[src/rtl/pc_fetch_queue_if.sv]
// pc_fetch_queue_if
//   Bundles the instruction-ROM port, the execute-stage redirect and the
//   decode-side valid/ready handshake of the fetch front end.
//   master : the fetch unit (drives ROM address/enable and the decode head)
//   slave  : the surrounding pipeline (ROM, execute and decode)
interface pc_fetch_queue_if;
    logic        rom_ce_o;
    logic [31:0] rom_addr_o;
    logic [31:0] rom_inst_i;
    logic        branch_flag_i;
    logic [31:0] branch_target_i;
    logic        id_valid_o;
    logic        id_ready_i;
    logic [31:0] id_inst_o;
    logic [31:0] id_pc_o;
    logic        fetch_stall_o;

    modport master (
        output rom_ce_o, rom_addr_o, id_valid_o, id_inst_o, id_pc_o, fetch_stall_o,
        input  rom_inst_i, branch_flag_i, branch_target_i, id_ready_i
    );

    modport slave (
        input  rom_ce_o, rom_addr_o, id_valid_o, id_inst_o, id_pc_o, fetch_stall_o,
        output rom_inst_i, branch_flag_i, branch_target_i, id_ready_i
    );
endinterface

[src/rtl/pc_fetch_queue.sv]
// pc_fetch_queue
//   Instruction-fetch front end. Owns the PC, drives the combinational ROM,
//   captures {pc, inst} pairs into a small FIFO and presents the head entry to
//   decode. Execute redirects override sequential fetch and flush the FIFO.
// Ports
//   clk  : rising-edge clock
//   rst  : asynchronous active-high reset
//   bus  : pc_fetch_queue_if.master (ROM port, redirect, decode handshake, stall)
module pc_fetch_queue #(
    parameter logic [31:0] RESET_PC    = 32'h0000_0000,
    parameter int unsigned QUEUE_DEPTH = 2
) (
    input  logic              clk,
    input  logic              rst,
    pc_fetch_queue_if.master  bus
);
    localparam int unsigned      PTR_W    = $clog2(QUEUE_DEPTH);
    localparam int unsigned      CNT_W    = PTR_W + 1;
    localparam logic [CNT_W-1:0] FULL_CNT = CNT_W'(QUEUE_DEPTH);

    logic [31:0]      pc_q, pc_d;
    logic             rom_ce_q, rom_ce_d;
    logic [CNT_W-1:0] count_q, count_d;
    logic [PTR_W-1:0] rd_ptr_q, rd_ptr_d;
    logic [PTR_W-1:0] wr_ptr_q, wr_ptr_d;
    logic [31:0]      mem_pc_q   [QUEUE_DEPTH];
    logic [31:0]      mem_pc_d   [QUEUE_DEPTH];
    logic [31:0]      mem_inst_q [QUEUE_DEPTH];
    logic [31:0]      mem_inst_d [QUEUE_DEPTH];

    logic id_valid;
    logic pop;
    logic push;

    assign id_valid = (count_q != '0);
    assign pop      = id_valid && bus.id_ready_i;
    // A full queue may still accept a push when its head leaves this cycle.
    assign push     = rom_ce_q && !bus.branch_flag_i && ((count_q < FULL_CNT) || pop);

    assign bus.rom_ce_o      = rom_ce_q;
    assign bus.rom_addr_o    = pc_q;
    assign bus.id_valid_o    = id_valid;
    assign bus.id_pc_o       = id_valid ? mem_pc_q[rd_ptr_q]   : '0;
    assign bus.id_inst_o     = id_valid ? mem_inst_q[rd_ptr_q] : '0;
    assign bus.fetch_stall_o = (count_q == FULL_CNT) && !pop;

    always_comb begin
        pc_d       = pc_q;
        rom_ce_d   = 1'b1;
        count_d    = count_q;
        rd_ptr_d   = rd_ptr_q;
        wr_ptr_d   = wr_ptr_q;
        mem_pc_d   = mem_pc_q;
        mem_inst_d = mem_inst_q;

        if (bus.branch_flag_i) begin
            // Flush wins over any concurrent pop; the popped entry is simply dropped.
            count_d  = '0;
            rd_ptr_d = '0;
            wr_ptr_d = '0;
            pc_d     = bus.branch_target_i & 32'hFFFF_FFFC;
        end else begin
            if (push) begin
                mem_pc_d[wr_ptr_q]   = pc_q;
                mem_inst_d[wr_ptr_q] = bus.rom_inst_i;
                wr_ptr_d             = wr_ptr_q + PTR_W'(1);
                pc_d                 = pc_q + 32'd4;
            end
            if (pop) begin
                rd_ptr_d = rd_ptr_q + PTR_W'(1);
            end
            count_d = count_q + CNT_W'(push) - CNT_W'(pop);
        end
    end

    always_ff @(posedge clk or posedge rst) begin
        if (rst) begin
            pc_q     <= RESET_PC;
            rom_ce_q <= 1'b0;
            count_q  <= '0;
            rd_ptr_q <= '0;
            wr_ptr_q <= '0;
            for (int unsigned i = 0; i < QUEUE_DEPTH; i++) begin
                mem_pc_q[i]   <= '0;
                mem_inst_q[i] <= '0;
            end
        end else begin
            pc_q       <= pc_d;
            rom_ce_q   <= rom_ce_d;
            count_q    <= count_d;
            rd_ptr_q   <= rd_ptr_d;
            wr_ptr_q   <= wr_ptr_d;
            mem_pc_q   <= mem_pc_d;
            mem_inst_q <= mem_inst_d;
        end
    end
endmodule

[src/flat_wrapper.sv]
// flat-port wrapper written by rule: the top's interface ports become plain ports
module pc_fetch_queue_flat 
#(
    parameter logic [31:0] RESET_PC    = 32'h0000_0000,
    parameter int unsigned QUEUE_DEPTH = 2
)
  (clk, rst, bus_rom_ce_o, bus_rom_addr_o, bus_id_valid_o, bus_id_inst_o, bus_id_pc_o, bus_fetch_stall_o, bus_rom_inst_i, bus_branch_flag_i, bus_branch_target_i, bus_id_ready_i);
  pc_fetch_queue_if bus_i ();
  input  logic clk;
  input  logic rst;
  output wire logic [$bits(bus_i.rom_ce_o)-1:0] bus_rom_ce_o;
  output wire logic [$bits(bus_i.rom_addr_o)-1:0] bus_rom_addr_o;
  output wire logic [$bits(bus_i.id_valid_o)-1:0] bus_id_valid_o;
  output wire logic [$bits(bus_i.id_inst_o)-1:0] bus_id_inst_o;
  output wire logic [$bits(bus_i.id_pc_o)-1:0] bus_id_pc_o;
  output wire logic [$bits(bus_i.fetch_stall_o)-1:0] bus_fetch_stall_o;
  input wire logic [$bits(bus_i.rom_inst_i)-1:0] bus_rom_inst_i;
  input wire logic [$bits(bus_i.branch_flag_i)-1:0] bus_branch_flag_i;
  input wire logic [$bits(bus_i.branch_target_i)-1:0] bus_branch_target_i;
  input wire logic [$bits(bus_i.id_ready_i)-1:0] bus_id_ready_i;
  assign bus_rom_ce_o = bus_i.rom_ce_o;
  assign bus_rom_addr_o = bus_i.rom_addr_o;
  assign bus_id_valid_o = bus_i.id_valid_o;
  assign bus_id_inst_o = bus_i.id_inst_o;
  assign bus_id_pc_o = bus_i.id_pc_o;
  assign bus_fetch_stall_o = bus_i.fetch_stall_o;
  assign bus_i.rom_inst_i = bus_rom_inst_i;
  assign bus_i.branch_flag_i = bus_branch_flag_i;
  assign bus_i.branch_target_i = bus_branch_target_i;
  assign bus_i.id_ready_i = bus_id_ready_i;
  pc_fetch_queue #(.RESET_PC(RESET_PC), .QUEUE_DEPTH(QUEUE_DEPTH)) u_core (.clk(clk), .rst(rst), .bus(bus_i));
endmodule
[config.mk]
export PLATFORM = sky130hd
export DESIGN_NAME = pc_fetch_queue_flat
export DESIGN_NICKNAME = d
export VERILOG_FILES = /design/src/rtl/pc_fetch_queue_if.sv /design/src/rtl/pc_fetch_queue.sv /design/src/flat_wrapper.sv
export SDC_FILE = /design/constraint.sdc
export NUM_CORES = 1
export LEC_CHECK = 0
export CORE_AREA = 2 2 131 133
export DETAILED_ROUTE_END_ITERATION = 8
export DIE_AREA = 0 0 133 135
export PLACE_DENSITY = 0.82
export REMOVE_ABC_BUFFERS = 1
export SYNTH_ARGS = -nofsm -noshare
export SYNTH_HDL_FRONTEND = slang
export SYNTH_SLANG_ARGS = --single-unit
[constraint.sdc]
create_clock -name clk -period 4.75 [get_ports clk]
set_input_delay 0.475 -clock clk [delete_from_list [all_inputs] [get_ports clk]]
set_output_delay 0.475 -clock clk [all_outputs]
set_load 0.02 [all_outputs]
==> run summary <==
Placed cell count = 970
Finish-stage setup viols = 0
Post-route minimum period = 3.18 ns
Final cell count without fillers = 1,002
Drt drc = 0
Max layer used = met4
Switching pwr = 1950 uW
Number of global-route vias before repair = 5,294
PostCTS Resize Cnt = 0
Yosys top cell area share = 0.533
Asr flop ratio synth = 1.00
Max-Cap Viols = 0
# hold bufs at CTS = 0
Worst skew pair latency = 0.42 ns
CP Cell Sequence = nor2_4, buf_4, nor2_1, clkdlybuf4s50_1
Met3 wire len = 652 um
Number of buffers created by CTS = 17
Sw Ratio = 0.339
CP max FO = 37
Int Pwr = 3790 uW
Max-slew headroom = 0.326
Clock skew = 0.00950 ns
Vias per Instance = 5.10
Setup Buffers After CTS = 0
Die Ht = 135 um
Global-route wire length before repair = 27,600 um
Clock Power Share = 0.230
H-tree lvl count = 4
Critical path's slowest cell = nor2_4
Power Dens Cells = 584 nW/um^2
DR iter-0 viols = 226
Count leader, synth = dfrtp_1
Comb pwr share = 0.389
Peak supply drop = 0.000287 V
Sequential Power Share = 0.381
Layout Nets = 840
Number of antenna violations at the first check in global routing = 0
Total power = 5740 uW
Seq cells post-synth = 159
Share of post-route cells with drive strength above 1 = 0.229
Vias = 5,106
Arr. time, crit path = 2.71 ns
Row cnt = 47
Cells after Synth = 618
Crit Path Category = reg2out
Crit start category = flip-flop
Largest net degree at the start of global routing = 101
Min-delay worst type = in2reg
Io pins = 167
Crit path max-delay family = buffers and inverters
Port bufs = 160
FMAX = 314 MHz
Post-detail-place hpwl = 10,700 um
Synth area leaders = dfrtp_1 (53%), mux2_2 (19%), mux2i_1 (8.4%)
Leakage = 0.00405 uW
Dominant synthesized flop cell = dfrtp_1
Post-synth EDFFs = 0
Yosys cell types = 35
Layout area overhead = 31.7%
RSZ-0062 raised after global routing = false
Diode count = 0
CTS tree = done
CP peak stage delay = 0.62 ns
Sink Count = 159
Period utilization = 0.670
Die W = 133 um
Layout Utilization = 0.599
Full die area = 18,000 um^2
Clock root buffer = clkbuf_16
Synth area leader = dfrtp_1
Clk pin slew, worst setup/hold paths = 0.06 ns
Buf/Inv on CP = 2
Met2 WL post-DR = 7800 um
CP Data Required Time = 4.28 ns
Synth Area per Inst = 12.1 um^2
Core box area = 16,400 um^2
Critical Path Sink Type = output port
Gr usage total = 0.193
Mapped Area = 7470 um^2
Share of the yosys chip area belonging to registers = 0.533
GRT overflow = 0
Slew @ Worst Pin = 1.00 ns
Antenna-violating nets left = 0
Commonest cells post-synth = dfrtp_1 (159), mux2_2 (126), nor2_1 (74)
Routed len/inst = 16.4 um
Final hold viol count = 0
Syn. warnings = 0
Max clock buf depth = 2
Sum of routed wire segments on met1 = 7840 um
Fin. max-slew vios = 0
TNS Setup = 0 ns
Total wire length = 16,500 um
Status = completed
Initial Util = 0.455
GP Congestion = 0.767
TritonRoute pass-1 iters = 5
-- flip-flops by register name (all words and copies together), names as in the netlist --
| register | flops |
|---|---|
| u_core.rd_ptr_q | 1 |
| u_core.bus.rom_addr_o | 30 |
| u_core.mem_inst_q | 64 |
| u_core.count_q | 2 |
| u_core.wr_ptr_q | 1 |
| u_core.mem_pc_q | 60 |
| u_core.bus.rom_ce_o | 1 |
-- cells in the final DEF, fill, tap and decap left out, types with 3 or more instances in the layout --
cell and n:
and3_1 3, buf_4 6, clkbuf_16 17, clkbuf_8 3, clkdlybuf4s50_1 159, clkinv_2 3
clkinvlp_4 4, conb_1 5, dfrtp_1 158, ha_1 3, inv_1 7, inv_6 3
mux2_2 126, mux2i_1 63, nand2_1 42, nand3_1 8, nand4_1 9, nor2_1 73
nor3_1 4, o21ai_0 24, o21ai_1 4, xnor2_1 10, xor2_1 23
-- power by group through the flow --
stage | sequential, uW | clock [uW] | combinational, uW
finish | 2190 | 1320 | 2230
global placement | 2190 | 0 | 2220
floorplan | 2180 | 0 | 1370
global route | 2260 | 1410 | 2420
detailed placement | 2210 | 0 | 2250
CTS | 2190 | 1350 | 2260
-- layer usage --
metal  vias up  track usage
met5         -            0
met4         0       0.0472
met3        14       0.0465
met2       122        0.311
met1      2554        0.267
li1       2416            -
-- metrics by stage --
step           hold slack (ns)  worst slack [ns]  area, um^2
2_1_floorplan            0.479           -0.0166        7290
3_3_place_gp             0.487              1.96        9260
3_5_place_dp             0.493              1.93        9260
4_1_cts                  0.363              1.52        9840
5_1_grt                  0.369              1.37        9840
6_report                 0.382              1.57        9840
-- final timing paths --
check	start	to	slack, ns	cells after the start
hold / removal	bus_branch_flag_i	u_core.rd_ptr_q	0.38	2
min in group asynchronous	rst	u_core.mem_inst_q[49]	0.63	2
setup reg to reg	u_core.count_q[1]	u_core.mem_inst_q[26]	2.51	5
max in group asynchronous	rst	u_core.mem_pc_q[60]	3.26	3
setup / recovery	u_core.count_q[0]	bus_id_pc_o[16]	1.57	4
hold reg to reg	u_core.mem_inst_q[5]	u_core.mem_inst_q[5]	0.50	1
-- kinds of logic (layout without fill, tap and decap cells) --
family / count (synthesis) / count (layout) / synth area share
other cells: 2 / 5 / 0.00101
mux: 189 / 189 / 0.274
buf+inv: 46 / 207 / 0.0293
fa+ha+maj: 3 / 3 / 0.00503
xor+xnor: 33 / 33 / 0.0387
compound gates: 28 / 28 / 0.0188
simple gates: 158 / 158 / 0.100
flops: 159 / 159 / 0.533
-- cell type report --
class | instances | area [um^2]
clock buffers | 20 | 467
clock inverters | 12 | 110
well taps | 220 | 275
multi-input cells | 416 | 3300
flip-flops and latches | 159 | 3980
fillers | 1343 | 6570
inverters | 8 | 35.0
repair buffers | 167 | 1660
Note: power is estimated with default switching activity, not from simulation.
